**src/rtl/micro_seq_pkg.sv**
```systemverilog
// Shared widths, sequencing-op encodings and FSM state type for the micro-sequencer.
package micro_seq_pkg;

   localparam int unsigned UADDR_W = 6;
   localparam int unsigned WAIT_W  = 4;

   // Highest micro-address is reserved as the illegal/unmapped code
   localparam logic [UADDR_W-1:0] ILLEGAL_UADDR = UADDR_W'(63);

   typedef enum logic [1:0] {
      SEQ_NEXT = 2'b00,
      SEQ_JUMP = 2'b01,
      SEQ_END  = 2'b10,
      SEQ_RSVD = 2'b11
   } seq_op_e;

   typedef enum logic [1:0] {
      S_IDLE = 2'b00,
      S_EXEC = 2'b01,
      S_WAIT = 2'b10,
      S_TRAP = 2'b11
   } state_e;

endpackage

```
**src/rtl/micro_wait_counter.sv**
```systemverilog
// Down-counter holding the remaining hold cycles of a multi-cycle microinstruction.
module micro_wait_counter #(
   parameter int unsigned W = 4
) (
   input  logic         clk,
   input  logic         reset_n,
   input  logic         load,
   input  logic [W-1:0] load_value,
   input  logic         dec,
   output logic         last_c
);

   logic [W-1:0] count;

   // Load takes priority; decrement saturates at zero
   always_ff @(posedge clk or negedge reset_n) begin
      if (!reset_n) begin
         count <= '0;
      end else if (load) begin
         count <= load_value;
      end else if (dec && (count != '0)) begin
         count <= count - W'(1);
      end
   end

   // Final hold cycle: sequencing op is applied on this cycle
   always_comb begin
      last_c = (count == W'(1));
   end

endmodule

```
**src/rtl/micro_sequencer.sv**
```systemverilog
// Micro-sequencer: dispatches mapped micro-addresses and walks the control store.
module micro_sequencer #(
   parameter int unsigned UADDR_W = micro_seq_pkg::UADDR_W,
   parameter int unsigned WAIT_W  = micro_seq_pkg::WAIT_W
) (
   input  logic               clk,
   input  logic               reset_n,
   input  logic [UADDR_W-1:0] mapped_address,
   input  logic               instr_valid,
   output logic               instr_ready,
   input  logic [1:0]         ucode_seq,
   input  logic [UADDR_W-1:0] ucode_target,
   input  logic [WAIT_W-1:0]  ucode_wait,
   input  logic               stall,
   input  logic               trap_ack,
   output logic [UADDR_W-1:0] upc,
   output logic               upc_valid,
   output logic               illegal_trap
);

   import micro_seq_pkg::*;

   localparam logic [UADDR_W-1:0] ILLEGAL = {UADDR_W{1'b1}};

   state_e             state_q;
   state_e             state_d;
   logic [UADDR_W-1:0] upc_d;
   logic               cnt_load;
   logic               cnt_dec;
   logic               cnt_last;
   logic               apply_seq;

   micro_wait_counter #(
      .W (WAIT_W)
   ) u_wait_counter (
      .clk        (clk),
      .reset_n    (reset_n),
      .load       (cnt_load),
      .load_value (ucode_wait),
      .dec        (cnt_dec),
      .last_c     (cnt_last)
   );

   // State and micro-PC registers
   always_ff @(posedge clk or negedge reset_n) begin
      if (!reset_n) begin
         state_q <= S_IDLE;
         upc     <= '0;
      end else begin
         state_q <= state_d;
         upc     <= upc_d;
      end
   end

   // Next-state, micro-PC update and decoded handshake/status outputs
   always_comb begin
      state_d      = state_q;
      upc_d        = upc;
      cnt_load     = 1'b0;
      cnt_dec      = 1'b0;
      instr_ready  = 1'b0;
      upc_valid    = 1'b0;
      illegal_trap = 1'b0;
      apply_seq    = 1'b0;

      case (state_q)
         S_IDLE: begin
            instr_ready = 1'b1;
         end
         S_EXEC: begin
            upc_valid = 1'b1;
            if (!stall) begin
               if (ucode_wait != '0) begin
                  cnt_load = 1'b1;
                  state_d  = S_WAIT;
               end else begin
                  apply_seq = 1'b1;
               end
            end
         end
         S_WAIT: begin
            if (!stall) begin
               cnt_dec = 1'b1;
               if (cnt_last) begin
                  apply_seq = 1'b1;
               end
            end
         end
         S_TRAP: begin
            illegal_trap = 1'b1;
            if (trap_ack) begin
               state_d = S_IDLE;
            end
         end
         default: begin
            state_d = S_IDLE;
         end
      endcase

      // Sequencing op; landing on the illegal address traps rather than wrapping
      if (apply_seq) begin
         case (seq_op_e'(ucode_seq))
            SEQ_NEXT: begin
               upc_d   = upc + UADDR_W'(1);
               state_d = (upc_d == ILLEGAL) ? S_TRAP : S_EXEC;
            end
            SEQ_JUMP: begin
               upc_d   = ucode_target;
               state_d = (upc_d == ILLEGAL) ? S_TRAP : S_EXEC;
            end
            SEQ_END: begin
               state_d     = S_IDLE;
               instr_ready = 1'b1;
            end
            default: begin
               upc_d   = ILLEGAL;
               state_d = S_TRAP;
            end
         endcase
      end

      // Dispatch from IDLE or back-to-back on an END cycle
      if (instr_ready && instr_valid) begin
         upc_d   = mapped_address;
         state_d = (mapped_address == ILLEGAL) ? S_TRAP : S_EXEC;
      end
   end

endmodule

```
**config.mk**
```make
export PLATFORM = sky130hd
export DESIGN_NAME = micro_sequencer
export DESIGN_NICKNAME = d
export VERILOG_FILES = /design/src/rtl/micro_seq_pkg.sv /design/src/rtl/micro_wait_counter.sv /design/src/rtl/micro_sequencer.sv
export SDC_FILE = /design/constraint.sdc
export NUM_CORES = 1
export LEC_CHECK = 0
export BUFFER_PORTS_ARGS = -buffer_cell sky130_fd_sc_hd__buf_2
export CORE_MARGIN = 4
export CORE_UTILIZATION = 45
export CTS_CLUSTER_SIZE = 30
export DETAILED_ROUTE_END_ITERATION = 12
export MAX_ROUTING_LAYER = met4
export PLACE_DENSITY = 0.71
export RECOVER_POWER = 50
export SKIP_CTS_REPAIR_TIMING = 1
export SLEW_MARGIN = 30
export SYNTH_ARGS = -nofsm -noshare
export SYNTH_HDL_FRONTEND = slang
export SYNTH_SLANG_ARGS = --single-unit
```
**constraint.sdc**
```tcl
create_clock -name clk -period 2.05 [get_ports clk]
set_input_delay 0.1025 -clock clk [delete_from_list [all_inputs] [get_ports clk]]
set_output_delay 0.1025 -clock clk [all_outputs]
set_load 0.01 [all_outputs]
```
==> results of run 1 <==
-- layout by cell type, fill, tap and decap left out, drive strengths merged --
cell	Yosys	final
a311oi	2	2
mux2	4	4
nor2b	1	1
nor2	5	5
mux2i	1	1
o32ai	1	1
o22ai	5	5
nor4	1	1
o21ai	10	10
and3	1	1
clkbuf	1	9
ha	8	8
a21oi	3	3
xor2	3	3
nand4	2	2
nand3	4	4
dlygate4sd3	0	1
nand2b	3	3
and4	1	1
and4b	1	1
nor3	5	5
nand2	17	17
a32o	1	1
a31oi	3	3
and2	1	1
inv	7	7
xnor2	4	4
nor3b	1	1
buf	2	32
a21o	1	1
a22oi	1	1
o41ai	1	1
o221ai	1	1
o211ai	1	1
dfrtp	12	12
-- where the power goes --
group,total (mW),switching [mW],internal [mW],leakage [nW]
Sequential,0.236,0,0.236,0.163
Combinational,0.0617,0.0352,0.0265,0.413
Clock,0.196,0.0882,0.108,0.0210
Total,0.494,0.123,0.371,0.596
-- how the worst max path moves through the flow --
stage | start | to | slack, ns | cells after the start
after floorplan | state_q[0] | upc[3] | 0.08 | 7
after global placement | state_q[0] | upc[3] | 0.11 | 6
after detailed placement | state_q[0] | upc[5] | 0.02 | 7
after CTS | state_q[0] | instr_ready | -0.08 | 7
after global routing | state_q[0] | instr_ready | -0.005 | 7
final | state_q[0] | instr_ready | 0.06 | 7
-- flip-flops by register name, indices dropped and copies added (netlist names) --
register and count:
state_q 2, u_wait_counter.count 4, upc 6
-- routing by layer --
layer | share of wire, % | GRT usage, %
met5 | 0 | -
met1 | 48 | 22.7
met2 | 46 | 26.0
met4 | 1.1 | 5.56
met3 | 4.8 | 3.96
-- metrics by stage --
stage	power (mW)	setup TNS [ns]	utilization, %	cells
after global routing	0.525	-0.00505	62.9	181
after CTS	0.499	-0.0772	61.1	179
after global placement	0.300	0	59.3	175
after detailed placement	0.301	0	59.3	175
final	0.494	0	62.9	181
after floorplan	0.262	0	-	115
-- kinds of logic after synthesis --
| group | synth area share (%) |
|---|---|
| buf+inv | 4.61 |
| mux | 5.48 |
| compound gates | 21.3 |
| flops | 29.9 |
| xor+xnor | 6.10 |
| fa+ha+maj | 9.96 |
| simple gates | 22.7 |
-- worst reg2reg max path: stages (launching register included) --
cell and delay, ns:
dfrtp_1 0.42, inv_2 0.10, ha_4 0.20, and4b_1 0.18
a32o_2 0.26, a31oi_4 0.29, mux2_2 0.37
-- final cells by class --
cell class                      instances  area [um^2]
Clock buffer                            4         36.3
Timing Repair Buffer                   38          208
Sequential cell                        12          300
Inverter                                7         26.3
Multi-Input combinational cell         93          679
Fill cell                             196          758
Tap cell                               27         33.8
==> metrics.md, run 1 <==
| Metric | Value |
|---|---|
| Final Cycle Share | `approximately 97%` |
| GRT overflow | `0` |
| Hold WC Path Type | `in -> reg` |
| Final Hold Fails | `0` |
| Slowest-stage cell, CP | `dfrtp_1` |
| Worst slack, placed | `~0.018 ns` |
| Routed length per placed instance | `14.6 um` |
| Detail Route Antenna Nets | `0` |
| Vias | `989` |
| Top cell type's share of synthesized area | `roughly 30%` |
| Dominant delay contributor by cell family on the critical path | `compound AO/OA/AOI/OAI gates` |
| Share of layout cells above drive strength 1 | `between 30 and 40%` |
| Initial Util | `between 40% and 50%` |
| H-Tree Depth | `1` |
| Async S/R FF share, synth | `100%` |
| Top cells by count, synth | `nand2_1, dfrtp_1, o21ai_0` |
| Worst setup EP type | `output port` |
| Max Freq | `roughly 0.5 GHz` |
| Yosys warning count | `0` |
| Core Area | `approximately 2000 um^2` |
| Final Wtd Congestion | `between 0.8 and 0.9` |
| Worst path bufs/invs | `3` |
| Worst r2r path cells | `6` |
| Synth Flop Type | `dfrtp_1` |
| Yosys cell types | `37` |
| Placed cell area | `between 1000 and 1500 um^2` |
| Worst vdd ir | `0.343 mV` |
| Fin. max-slew vios | `0` |
| Port Buffers | `31` |
| Critical Path RT | `approximately 2 ns` |
| Global-route usage over all layers | `~17%` |
| DRC Markers | `0` |
| Initial antenna violation count | `0` |
| Worst-path clk slew | `around 0.080 ns` |
| Tmin final | `1.99 ns` |
| Yosys top cell by area | `dfrtp_1` |
| Synth Register Bits | `12` |
| Die width | `around 55 um` |
| Crit-path max cell delay | `roughly 0.42 ns` |
| Fin area | `roughly 1300 um^2` |
| Cells after synthesis | `about 120` |
| Largest net degree at the start of global routing | `13` |
| Post-synth EDFFs | `0` |
| Synthesized area | `between 1000 and 1500 um^2` |
| Die Y | `approximately 55 um` |
| Worst Hold Endpoint | `u_wait_counter.count[0]` |
| Power Dens Cells | `385 nW/um^2` |
| CTS max path bufs | `2` |
| Most numerous cell in the Yosys netlist | `nand2_1` |
| Ant diodes | `0` |
| Crit-path max FO | `5` |
| Worst Path Arrival | `about 1.9 ns` |
| Synth area leaders | `dfrtp_1, ha_1, nand2_1` |
| Clk_lat worst skew | `between 0.2 and 0.3 ns` |
| Startpoint class of the critical path | `flop` |
| Worst Max-Slew Pin Slew | `between 0.6 and 0.7 ns` |
| DP HPWL | `~2.1 mm` |
| Ordered cell list for the critical path | `inv_2 -> ha_4 -> and4b_1 -> a32o_2 -> buf_6 -> a21o_1 -> buf_2` |
| Capturing point of the worst reg2reg path | `upc[3]` |
| Vias per cell | `roughly 5.5` |
| Final Skew | `0.00328 ns` |
| Number of global-route vias before repair | `938` |
| Mapped Nets | `between 100 and 150` |
| Outcome | `finished, final reports clean` |
| Total wire length | `roughly 2.6 mm` |
| Post-synthesis area per instance | `roughly 8.7 um^2` |
| Reg2Reg Setup Slack | `about 0.10 ns` |
| Pleak | `roughly 0.60 nW` |
| # IOs | `32` |
| Final Worst Setup Slack | `between 0.05 and 0.06 ns` |
| CTS tree | `built` |
| Worst setup path category | `reg -> out` |
| Global-route wire length before repair | `4.16 mm` |
| DRT iter0 DRCs | `27` |
| Die area | `a little over 3000 um^2` |
| Seq/Total Area, Yosys | `between 20% and 30%` |
| Hold path start | `ucode_wait[0]` |
| Slew headroom | `56.9%` |
| FF-to-FF Start | `state_q[0]` |
| Maxcap violations | `0` |
| Hold WS | `about 0.074 ns` |
| Final setup vio count | `0` |
| DRT Pass-1 Iters | `4` |
| Clock root buffer | `clkbuf_4` |
| Hold path cells | `3` |
| Std cell rows | `16` |
| Clock sinks | `12` |
| Synthesis-to-finish area growth | `27.8%` |
| Final net count | `186` |
| Total CTS buffers | `3` |
Power figures use the tool's default switching activity.
==> run 2: changes to the inputs <==
- clock period: 2.05 -> 1.8 ns (I/O delays scaled with it)
==> metrics.md, run 2 (same netlist as run 1, synthesis figures left out) <==
| Metric | Value |
|---|---|
| Final Skew | `roughly 0.0047 ns` |
| Fin area | `1420 um^2` |
| Clk_lat worst skew | `just under 0.3 ns` |
| Hold WC Path Type | `in -> reg` |
| Initial antenna violation count | `0` |
| Number of global-route vias before repair | `1120` |
| Routed length per placed instance | `about 15 um` |
| DRC Markers | `0` |
| Biggest regs | `upc x6, u_wait_counter.count x4, state_q x2` |
| Failing checks | `negative setup slack` |
| H-Tree Depth | `1` |
| Slowest-stage cell, CP | `dfrtp_1` |
| Number of flip-flops in the largest register | `6` |
| Tmin final | `about 1.9 ns` |
| Startpoint class of the critical path | `flop` |
| Clock root buffer | `clkbuf_4` |
| Initial Util | `approximately 49%` |
| Final net count | `between 150 and 200` |
| Clock sinks | `12` |
| Synthesis-to-finish area growth | `41.2%` |
| Port Buffers | `31` |
| Area of the multi-input gates | `between 700 and 800 um^2` |
| Vias per cell | `roughly 5.5` |
| Die width | `between 50 and 60 um` |
| DRT Pass-1 Iters | `4` |
| Largest reg by FF count | `upc` |
| Commonest non-fill, non-tap cell in the layout | `buf_2` |
| Worst vdd ir | `approximately 0.32 mV` |
| Final Wtd Congestion | `roughly 0.97` |
| Power Dens Cells | `between 300 and 400 nW/um^2` |
| Placed cell area | `between 1000 and 1500 um^2` |
| Worst Max-Slew Pin Slew | `0.644 ns` |
| Die Y | `around 55 um` |
| Final Hold Fails | `0` |
| Global-route usage over all layers | `between 15 and 20%` |
| Worst setup path category | `reg -> reg` |
| Share of layout cells above drive strength 1 | `42.5%` |
| Maxcap violations | `0` |
| CTS max path bufs | `2` |
| Largest net degree at the start of global routing | `13` |
| GRT overflow | `0` |
| Crit-path max FO | `5` |
| Worst slack, placed | `-0.177 ns` |
| Detail Route Antenna Nets | `0` |
| Total CTS buffers | `3` |
| Slew headroom | `between 50 and 60%` |
| DP HPWL | `around 2.3 mm` |
| Core Area | `2040 um^2` |
| Std cell rows | `16` |
| Fin. max-slew vios | `0` |
| Worst Path Arrival | `2.09 ns` |
| Final setup vio count | `8` |
| Worst-path clk slew | `0.08 ns` |
| Layout filler cell count | `~170` |
| Max Freq | `approximately 0.53 GHz` |
| Pleak | `0.690 nW` |
| Vias | `around 1100` |
| Global-route wire length before repair | `between 4 and 5 mm` |
| Final Worst Setup Slack | `-0.103 ns` |
| CTS tree | `built` |
| Register area | `300 um^2` |
| Die area | `3050 um^2` |
| DRT iter0 DRCs | `16` |
| Outcome | `finished, violations left` |
| Ordered cell list for the critical path | `buf_4 -> ha_2 -> and4b_1 -> a32o_2 -> a31oi_4 -> buf_6 -> nor2_2 -> o41ai_2` |
| RSZ-0062 raised after global routing | `yes` |
| # IOs | `32` |
| Most frequent cells in the layout | `buf_2, nand2_1, buf_4` |
| Critical Path RT | `~2.0 ns` |
| Crit-path max cell delay | `between 0.4 and 0.5 ns` |
| Ant diodes | `0` |
| Final Cycle Share | `106%` |
| Worst setup EP type | `flop` |
| Total wire length | `~2.8 mm` |
[run 2: through the flow]
step	total power, mW	TNS (ns)	hold WS (ns)	util, %	instances
3_3_place_gp	0.342	-0.258	-0.0163	63.7	186
2_1_floorplan	0.299	-0.339	-0.206	-	115
6_report	0.565	-0.547	0.0663	69.5	194
3_5_place_dp	0.345	-1.06	-0.00754	63.7	186
4_1_cts	0.561	-1.32	-0.311	65.4	190
5_1_grt	0.582	-1.15	0.0801	69.5	194
[run 2: per-layer routing]
layer / routed length (um) / global-route usage [%]
met1: 1190 / 22.0
met2: 1430 / 34.5
met3: 147 / 3.03
met4: 55 / 8.68
met5: 0 / -
[run 2: where the power goes]
part | switching [mW] | internal (mW) | total [mW]
clock | 0.101 | 0.123 | 0.224
combinational | 0.0413 | 0.0309 | 0.0722
sequential | 0 | 0.269 | 0.269
total | 0.142 | 0.423 | 0.565
[run 2: path summary, 6_finish.rpt]
path	slack (ns)	from	end	cells past startpoint
setup / recovery	-0.10	state_q[1]	upc[5]	8
setup reg to reg	-0.10	state_q[1]	upc[5]	8
hold / removal	0.07	mapped_address[3]	upc[3]	2
max in group asynchronous	1.06	reset_n	u_wait_counter.count[2]	2
hold reg to reg	0.56	upc[1]	upc[1]	2
min in group asynchronous	0.33	reset_n	upc[3]	2
[run 2: final cells by class]
class,instances,area share (%)
well taps,27,2.38
repair buffers,51,22.1
multi-input cells,93,49.9
inverters,7,1.85
clock buffers,4,2.56
flip-flops and latches,12,21.2
[run 2: worst max-delay path: cells and delay by family (launching register included)]
kind | cells | cell delay, ns
adder cells (fa/ha/maj) | 1 | 0.17
AND/OR/NAND/NOR | 2 | 0.21
AO/OA/AOI/OAI | 3 | 0.74
buffers and inverters | 2 | 0.29
flip-flops | 1 | 0.41
==> run 3: changes to the inputs <==
- CORE_MARGIN: 4 -> not set
==> metrics.md, run 3 (same netlist as run 1, synthesis figures left out) <==
| Metric | Value |
|---|---|
| Global-route wire length before repair | `4.52 mm` |
| Crit path top cell by count | `buf_4` |
| Hold path cells | `2` |
| Initial antenna violation count | `0` |
| Core Area | `between 2000 and 2500 um^2` |
| Final Skew | `approximately 0.0047 ns` |
| Worst r2r path cells | `9` |
| Most frequent cells in the layout | `buf_2, nand2_1, buf_4` |
| Clock root buffer | `clkbuf_4` |
| Worst Max-Slew Pin Slew | `between 0.6 and 0.7 ns` |
| Port Buffers | `31` |
| Power Dens Cells | `roughly 390 nW/um^2` |
| Vias per cell | `between 5 and 6` |
| Tmin final | `around 2.1 ns` |
| Pleak | `0.704 nW` |
| Critical Path RT | `approximately 2.0 ns` |
| Slowest-stage cell, CP | `dfrtp_1` |
| Hold path start | `mapped_address[3]` |
| Ant diodes | `0` |
| Worst-path clk slew | `0.08 ns` |
| Failing checks | `negative setup slack` |
| Reg2Reg Setup Slack | `-0.30 ns` |
| Total wire length | `around 2.9 mm` |
| DRT iter0 DRCs | `10` |
| Die width | `roughly 49 um` |
| Crit-path max FO | `4` |
| Final Wtd Congestion | `~0.91` |
| Die area | `around 2400 um^2` |
| Largest reg by FF count | `upc` |
| Startpoint class of the critical path | `flop` |
| Number of flip-flops in the largest register | `6` |
| Worst Hold Endpoint | `upc[3]` |
| Commonest non-fill, non-tap cell in the layout | `buf_2` |
| Fin area | `1450 um^2` |
| Routed length per placed instance | `14.9 um` |
| DRC Markers | `0` |
| # IOs | `32` |
| Maxcap violations | `0` |
| Final Cycle Share | `117%` |
| DP HPWL | `between 2 and 2.5 mm` |
| Clk_lat worst skew | `roughly 0.27 ns` |
| Share of layout cells above drive strength 1 | `a little over two fifths` |
| Final Hold Fails | `0` |
| Final setup vio count | `9` |
| Synthesis-to-finish area growth | `44.5%` |
| Non-filler instance count after layout | `197` |
| Detail Route Antenna Nets | `0` |
| Die Y | `slightly below 50 um` |
| Clock sinks | `12` |
| DRT Pass-1 Iters | `4` |
| Hold WC Path Type | `in -> reg` |
| H-Tree Depth | `1` |
| Ordered cell list for the critical path | `inv_2 -> ha_4 -> and4b_1 -> a32o_2 -> buf_4 -> buf_4 -> a21oi_1 -> a31oi_1 -> mux2_4` |
| Capturing point of the worst reg2reg path | `upc[3]` |
| RSZ-0062 raised after global routing | `yes` |
| Fin. max-slew vios | `0` |
| Placed cell area | `around 1300 um^2` |
| Total CTS buffers | `3` |
| CTS max path bufs | `2` |
| Biggest regs | `upc x6, u_wait_counter.count x4, state_q x2` |
| Slew headroom | `a little over half` |
| Std cell rows | `16` |
| Worst Path Arrival | `approximately 2.3 ns` |
| Initial Util | `between 40% and 50%` |
| GRT overflow | `0` |
| Outcome | `finished, violations left` |
| FF-to-FF Start | `state_q[1]` |
| Cell Count Post-Placement | `around 190` |
| Final Worst Setup Slack | `-0.305 ns` |
| Vias | `about 1100` |
| Crit-path max cell delay | `approximately 0.41 ns` |
| Max Freq | `0.475 GHz` |
| Worst setup path category | `reg -> reg` |
| Final net count | `roughly 200` |
| CTS tree | `built` |
| Global-route usage over all layers | `24.9%` |
| Worst setup EP type | `flop` |
| Largest net degree at the start of global routing | `13` |
| Worst vdd ir | `between 0.3 and 0.4 mV` |
| Number of global-route vias before repair | `1050` |
==> run 3: cell count changes in the layout (fill, tap and decap cells not counted), sizes merged <==
cell	delta
buf	+3
==> run 3: per-stage QoR <==
stage               util (%)  TNS [ns]  total power, mW  hold WS, ns  worst slack [ns]
floorplan                  -    -0.339            0.299       -0.206           -0.0782
global placement        64.3    -0.186            0.343      -0.0103           -0.0614
detailed placement      64.3    -0.722            0.345     -0.00728            -0.118
CTS                     66.1     -1.22            0.565       -0.311            -0.390
global route            71.8     -2.26            0.586       0.0656            -0.370
finish                  71.8     -1.53            0.564       0.0667            -0.305
==> run 3: where the power goes <==
| part | leakage (nW) | internal [mW] | switching [mW] | total, mW |
|---|---|---|---|---|
| Sequential | 0.163 | 0.269 | 0 | 0.269 |
| Combinational | 0.520 | 0.0308 | 0.0442 | 0.0750 |
| Clock | 0.0210 | 0.123 | 0.0963 | 0.219 |
| Total | 0.704 | 0.423 | 0.141 | 0.564 |
==> run 3: area by class of cell <==
type / instances / area, um^2
Clock buffer: 4 / 36.3
Inverter: 7 / 26.3
Fill cell: 153 / 571
Multi-Input combinational cell: 93 / 707
Timing Repair Buffer: 54 / 348
Sequential cell: 12 / 300
Tap cell: 27 / 33.8
==> run 3: how the worst max path moves through the flow <==
| stage | endpoint | slack (ns) | cells after the start | startpoint |
|---|---|---|---|---|
| floorplan | upc[3] | -0.08 | 7 | state_q[0] |
| global placement | upc[5] | -0.06 | 8 | state_q[1] |
| detailed placement | upc[3] | -0.12 | 8 | state_q[1] |
| CTS | instr_ready | -0.39 | 8 | state_q[1] |
| global route | upc[3] | -0.37 | 9 | state_q[1] |
| finish | upc[3] | -0.30 | 9 | state_q[1] |
==> run 3: per-layer routing <==
layer | vias up | GRT usage, % | part of all wire [%]
met5 | - | - | 0
met4 | 0 | 10.8 | 2.8
met3 | 10 | 3.12 | 4.2
met2 | 43 | 45.9 | 53
met1 | 520 | 26.2 | 40
li1 | 530 | - | -
==> run 3: critical path: cells and delay by family (launching register included) <==
kind | cells | cell delay [ns]
fa+ha+maj | 1 | 0.20
simple gates | 1 | 0.18
flops | 1 | 0.41
buf+inv | 3 | 0.42
mux | 1 | 0.27
compound gates | 3 | 0.51
